### config.mk
export PLATFORM = sky130hd
export DESIGN_NAME = cmp_arbiter_flat
export DESIGN_NICKNAME = d
export VERILOG_FILES = /design/src/rtl/cmp_arbiter_if.sv /design/src/rtl/cmp_arbiter.sv /design/src/flat_wrapper.sv
export SDC_FILE = /design/constraint.sdc
export NUM_CORES = 1
export LEC_CHECK = 0
export CORE_MARGIN = 1.5
export CORE_UTILIZATION = 49
export DETAILED_ROUTE_END_ITERATION = 10
export GPL_ROUTABILITY_DRIVEN = 1
export PLACE_DENSITY = 0.88
export SLEW_MARGIN = 20
export SYNTH_ARGS = -nofsm -noshare
export SYNTH_HDL_FRONTEND = slang
export SYNTH_SLANG_ARGS = --single-unit
### constraint.sdc
create_clock -name clk -period 2.32 [get_ports clk]
set_input_delay 0.232 -clock clk [delete_from_list [all_inputs] [get_ports clk]]
set_output_delay 0.232 -clock clk [all_outputs]
set_load 0.03 [all_outputs]
### src/rtl/cmp_arbiter_if.sv
// Handshake bundle between the requester side (master) and cmp_arbiter (slave),
// including the operand/result path to the shared comparator.
interface cmp_arbiter_if #(
   parameter int NREQ = 4,
   parameter int W    = 4
);
   logic [NREQ-1:0]   req;
   logic [NREQ*W-1:0] inp_bus;
   logic [NREQ*W-1:0] test_bus;
   logic [W-1:0]      cmp_inp;
   logic [W-1:0]      cmp_test;
   logic [W-1:0]      cmp_outp;
   logic [NREQ-1:0]   gnt;
   logic [NREQ-1:0]   done;
   logic [W-1:0]      result;
   logic              busy;

   modport master (
      output req, inp_bus, test_bus, cmp_outp,
      input  cmp_inp, cmp_test, gnt, done, result, busy
   );

   modport slave (
      input  req, inp_bus, test_bus, cmp_outp,
      output cmp_inp, cmp_test, gnt, done, result, busy
   );
endinterface

### src/rtl/cmp_arbiter.sv
// Round-robin arbiter time-sharing one W-bit comparator among NREQ requesters;
// one transaction every four cycles.
//
//   state | meaning
//   IDLE  | waiting for any req; picks winner, drives inp and complemented test
//   GNT   | drives true test operand so the comparator always sees an edge
//   CAP   | captures comparator result, pulses done, advances pointer
//   RSP   | done visible to requester; req ignored; clears gnt/done
module cmp_arbiter #(
   parameter int NREQ = 4,
   parameter int W    = 4
) (
   input  logic         clk,
   input  logic         rst,
   cmp_arbiter_if.slave arb
);
   localparam int IW = (NREQ > 1) ? $clog2(NREQ) : 1;

   typedef enum logic [1:0] {IDLE, GNT, CAP, RSP} state_t;

   state_t          state;
   logic [IW-1:0]   ptr;
   logic [IW-1:0]   gsel;
   logic [IW-1:0]   win;
   logic [IW-1:0]   idx;
   logic            found;
   logic [NREQ-1:0] gnt_r;
   logic [NREQ-1:0] done_r;
   logic [W-1:0]    inp_r;
   logic [W-1:0]    test_r;
   logic [W-1:0]    result_r;

   // First requester at or above ptr, wrapping back to 0.
   always_comb begin
      win   = ptr;
      found = 1'b0;
      idx   = '0;
      for (int k = 0; k < NREQ; k++) begin
         idx = IW'((int'(ptr) + k) % NREQ);
         if (!found && arb.req[idx]) begin
            win   = idx;
            found = 1'b1;
         end
      end
   end

   always_ff @(posedge clk) begin
      if (rst) begin
         state    <= IDLE;
         ptr      <= '0;
         gsel     <= '0;
         gnt_r    <= '0;
         done_r   <= '0;
         inp_r    <= '0;
         test_r   <= '0;
         result_r <= '0;
      end else begin
         case (state)
            IDLE: begin
               if (|arb.req) begin
                  gsel   <= win;
                  gnt_r  <= NREQ'(1) << win;
                  inp_r  <= arb.inp_bus[W*win +: W];
                  test_r <= ~arb.test_bus[W*win +: W];
                  state  <= GNT;
               end
            end
            GNT: begin
               test_r <= arb.test_bus[W*gsel +: W];
               state  <= CAP;
            end
            CAP: begin
               result_r <= arb.cmp_outp;
               done_r   <= NREQ'(1) << gsel;
               ptr      <= (gsel == IW'(NREQ - 1)) ? '0 : gsel + IW'(1);
               state    <= RSP;
            end
            RSP: begin
               done_r <= '0;
               gnt_r  <= '0;
               state  <= IDLE;
            end
            default: state <= IDLE;
         endcase
      end
   end

   assign arb.gnt      = gnt_r;
   assign arb.done     = done_r;
   assign arb.cmp_inp  = inp_r;
   assign arb.cmp_test = test_r;
   assign arb.result   = result_r;
   assign arb.busy     = (state != IDLE);
endmodule

### src/flat_wrapper.sv
// flat-port wrapper written by rule: the top's interface ports become plain ports
module cmp_arbiter_flat 
#(
   parameter int NREQ = 4,
   parameter int W    = 4
)
  (clk, rst, arb_req, arb_inp_bus, arb_test_bus, arb_cmp_outp, arb_cmp_inp, arb_cmp_test, arb_gnt, arb_done, arb_result, arb_busy);
  cmp_arbiter_if #(.NREQ(NREQ), .W(W)) arb_i ();
  input  logic clk;
  input  logic rst;
  input wire logic [$bits(arb_i.req)-1:0] arb_req;
  input wire logic [$bits(arb_i.inp_bus)-1:0] arb_inp_bus;
  input wire logic [$bits(arb_i.test_bus)-1:0] arb_test_bus;
  input wire logic [$bits(arb_i.cmp_outp)-1:0] arb_cmp_outp;
  output wire logic [$bits(arb_i.cmp_inp)-1:0] arb_cmp_inp;
  output wire logic [$bits(arb_i.cmp_test)-1:0] arb_cmp_test;
  output wire logic [$bits(arb_i.gnt)-1:0] arb_gnt;
  output wire logic [$bits(arb_i.done)-1:0] arb_done;
  output wire logic [$bits(arb_i.result)-1:0] arb_result;
  output wire logic [$bits(arb_i.busy)-1:0] arb_busy;
  assign arb_i.req = arb_req;
  assign arb_i.inp_bus = arb_inp_bus;
  assign arb_i.test_bus = arb_test_bus;
  assign arb_i.cmp_outp = arb_cmp_outp;
  assign arb_cmp_inp = arb_i.cmp_inp;
  assign arb_cmp_test = arb_i.cmp_test;
  assign arb_gnt = arb_i.gnt;
  assign arb_done = arb_i.done;
  assign arb_result = arb_i.result;
  assign arb_busy = arb_i.busy;
  cmp_arbiter #(.NREQ(NREQ), .W(W)) u_core (.clk(clk), .rst(rst), .arb(arb_i));
endmodule
==> impl_metrics.toml <==
[layout]
drive_gt1_frac = 0.139
layout.area.seq_sq_um = 520
multi_input_area_sq_mm = 0.00121
fin_nets = 319
fillers = 288
layout_common_cells = "clkdlybuf4s50_1, dfxtp_1, nor2_1"
diodes = 0
fin_cells = 315
syn2layout_area_growth_pct = 37.6
layout.cells.most_common = "clkdlybuf4s50_1"

[global_routing]
grtUsageTotal = 0.282
grt_use_met1 = 0.377
grt_pass1_vias = 1938
use_met3 = 0.0260
grt_pass1_wl_microns = 9070
grt_use_met2 = 0.447
grt_max_degree = 25
antenna_found_initial = 0
gr-total-overflow = 0
top_usage_layer = "met2"

[clock_network]
cts_sinks = 26
cts_inserted_buffers = 3
clock_path_buffers = 2
post-cts-setup-buffers = 0
clockRootBuffer = "clkbuf_8"
cts_tree = "yes"
ctsResizeCount = 0
clk_pin_slew_ns = 0.10
cts_hold_buffers = 0
htree_levels = 1
clock_latency_ns = 0.28

[critical_path]
start_kind = "register"
worstSetupStartpoint = "u_core.state[0]$_SDFFE_PP0P_"
r2r_start = "u_core.ptr[0]$_SDFFE_PP0P_"
path_max_fanout = 4
end_kind = "primary output"
reg2regPathDepth = 6
path_class = "reg -> out"
worstPathArrival_ns = 1.84
critical_path_required_ns = 2.09

[yosys]
ys_ff_latch = 26
synth_fp_nets = 258
ys_seq_area_frac = 0.279
syn_inst = 207
synth.avg_cell_area_sq_um = 9.01
async_flop_share = 0
synth-edff-count = 0
ys_types = 52
netlist_area_sq_mm = 0.00187
yosys_warnings = 0
synth-main-ff-cell = "dfxtp_1"

[route]
wl_microns = 5570
routed-via-count = 1935
wl_per_cell_microns = 17.7
drc = 0
first_pass_iters = 4
via_per_inst = 6.14
antenna_left = 0
drt_iter0_markers = 207

[pwr]
seqPwrFrac = 0.307
p_int_mw = 1.23
clock_power_share = 0.140
power.total_mw = 2.17
leakage_nw = 0.945
vdd_drop_max_mv = 0.541
pwr_density_cell_mw_per_mm2 = 845
p_switching_mw = 0.937
comb_power_share = 0.553
p_sw_frac = 0.432

[placed_design]
place.port_buffers = 62
dp.cells = 311
finalWeightedCongestion = 0.970
dp_hpwl_microns = 4000

[floorplanning]
initial_utilization = 0.510
dieWidth_microns = 64.7
num_io_pins = 63
std_cell_rows = 22
die_h_microns = 64.7
dieArea_sq_mm = 0.00419
core-area_sq_mm = 0.00366

[timing]
period_share = 0.892
tightest_slew_ns = 0.613
slew_violations = 0
relSlewSlack = 0.591
finalSetupTns_ns = 0
rsz0062_at_grt = "no"
final.min_clock_period_ns = 2.07
timing.fmax_ghz = 0.483
hold_viol = 0
fin_hold_ws_ns = 0.471
clock-skew-final_ns = 0.0107
finalSetupViolCount = 0

[min_path]
worstHoldStart = "u_core.arb.gnt[2]$_SDFFE_PP0P_"
hold_depth = 2
hold_path.class = "reg -> reg"

[run]
maxCapViolations = 0

[outcome]
status = "completed"
flip-flops by register name (all words and copies together) (netlist names):
signal / cells
u_core.arb.cmp_inp: 4
u_core.arb.cmp_test: 4
u_core.arb.done: 4
u_core.arb.gnt: 4
u_core.arb.result: 4
u_core.gsel: 2
u_core.ptr: 2
u_core.state: 2
cell families after synthesis:
| kind of cell | after synthesis | share of synthesized area |
|---|---|---|
| AOI/OAI and AO/OA | 68 | 0.297 |
| adders and majority gates | 9 | 0.0604 |
| buffers and inverters | 26 | 0.0744 |
| DFF | 26 | 0.279 |
| muxes | 14 | 0.102 |
| and+or+nand+nor | 64 | 0.187 |
worst max-delay path, stage by stage (launching register included):
cell	delay, ns
dfxtp_1	0.40
inv_1	0.10
ha_1	0.25
inv_1	0.13
clkdlybuf4s50_1	0.68
worst paths after layout:
kind / end / slack (ns)
setup / recovery: arb_busy / 0.25
hold / removal: u_core.arb.gnt[2]$_SDFFE_PP0P_ / 0.47
setup reg to reg: u_core.arb.cmp_test[1]$_SDFFE_PP0P_ / 0.45
hold reg to reg: u_core.arb.gnt[2]$_SDFFE_PP0P_ / 0.47
metrics by stage:
step                      cell area, sq um  setup WS (ns)  utilization
after floorplan                       1870          0.681            -
after global placement                2510          0.206        0.686
after detailed placement              2510          0.160        0.686
after CTS                             2570          0.246        0.701
after global routing                  2570          0.179        0.701
final                                 2570          0.251        0.701
layer usage:
| layer | part of all wire | wire length, microns |
|---|---|---|
| met1 | 0.42 | 2370 |
| met2 | 0.49 | 2710 |
| met3 | 0.072 | 402 |
| met4 | 0.015 | 86 |
| met5 | 0 | 0 |
layout make-up:
type | instances | area share
clock buffers | 4 | 0.0214
inverters | 12 | 0.0175
multi-input cells | 155 | 0.470
flip-flops and latches | 26 | 0.203
well taps | 48 | 0.0234
repair buffers | 70 | 0.265
cells in the mapped netlist, types with 3 or more instances:
master	number	area share
dfxtp_1	26	0.28
nor2_1	21	0.042
a21oi_1	12	0.032
inv_1	11	0.022
mux2i_1	10	0.054
ha_1	9	0.060
nand2_1	9	0.018
nor3_1	7	0.019
a21o_1	6	0.024
a221oi_1	6	0.028
nand4_1	6	0.020
nand2b_1	5	0.017
a211oi_2	4	0.027
a31oi_1	4	0.013
buf_6	4	0.024
clkbuf_1	4	0.0080
mux4_2	4	0.048
o21ai_0	4	0.011
o221ai_1	4	0.019
o31ai_1	4	0.016
buf_2	3	0.0080
power by group through the flow:
stage	Sequential, mW	Combinational (mW)	Clock (mW)
2_1_floorplan	0.782	0.660	0
3_3_place_gp	0.667	1.16	0
3_5_place_dp	0.670	1.18	0
4_1_cts	0.664	1.19	0.305
5_1_grt	0.680	1.29	0.320
6_report	0.667	1.20	0.303
Power figures use the tool's default switching activity.
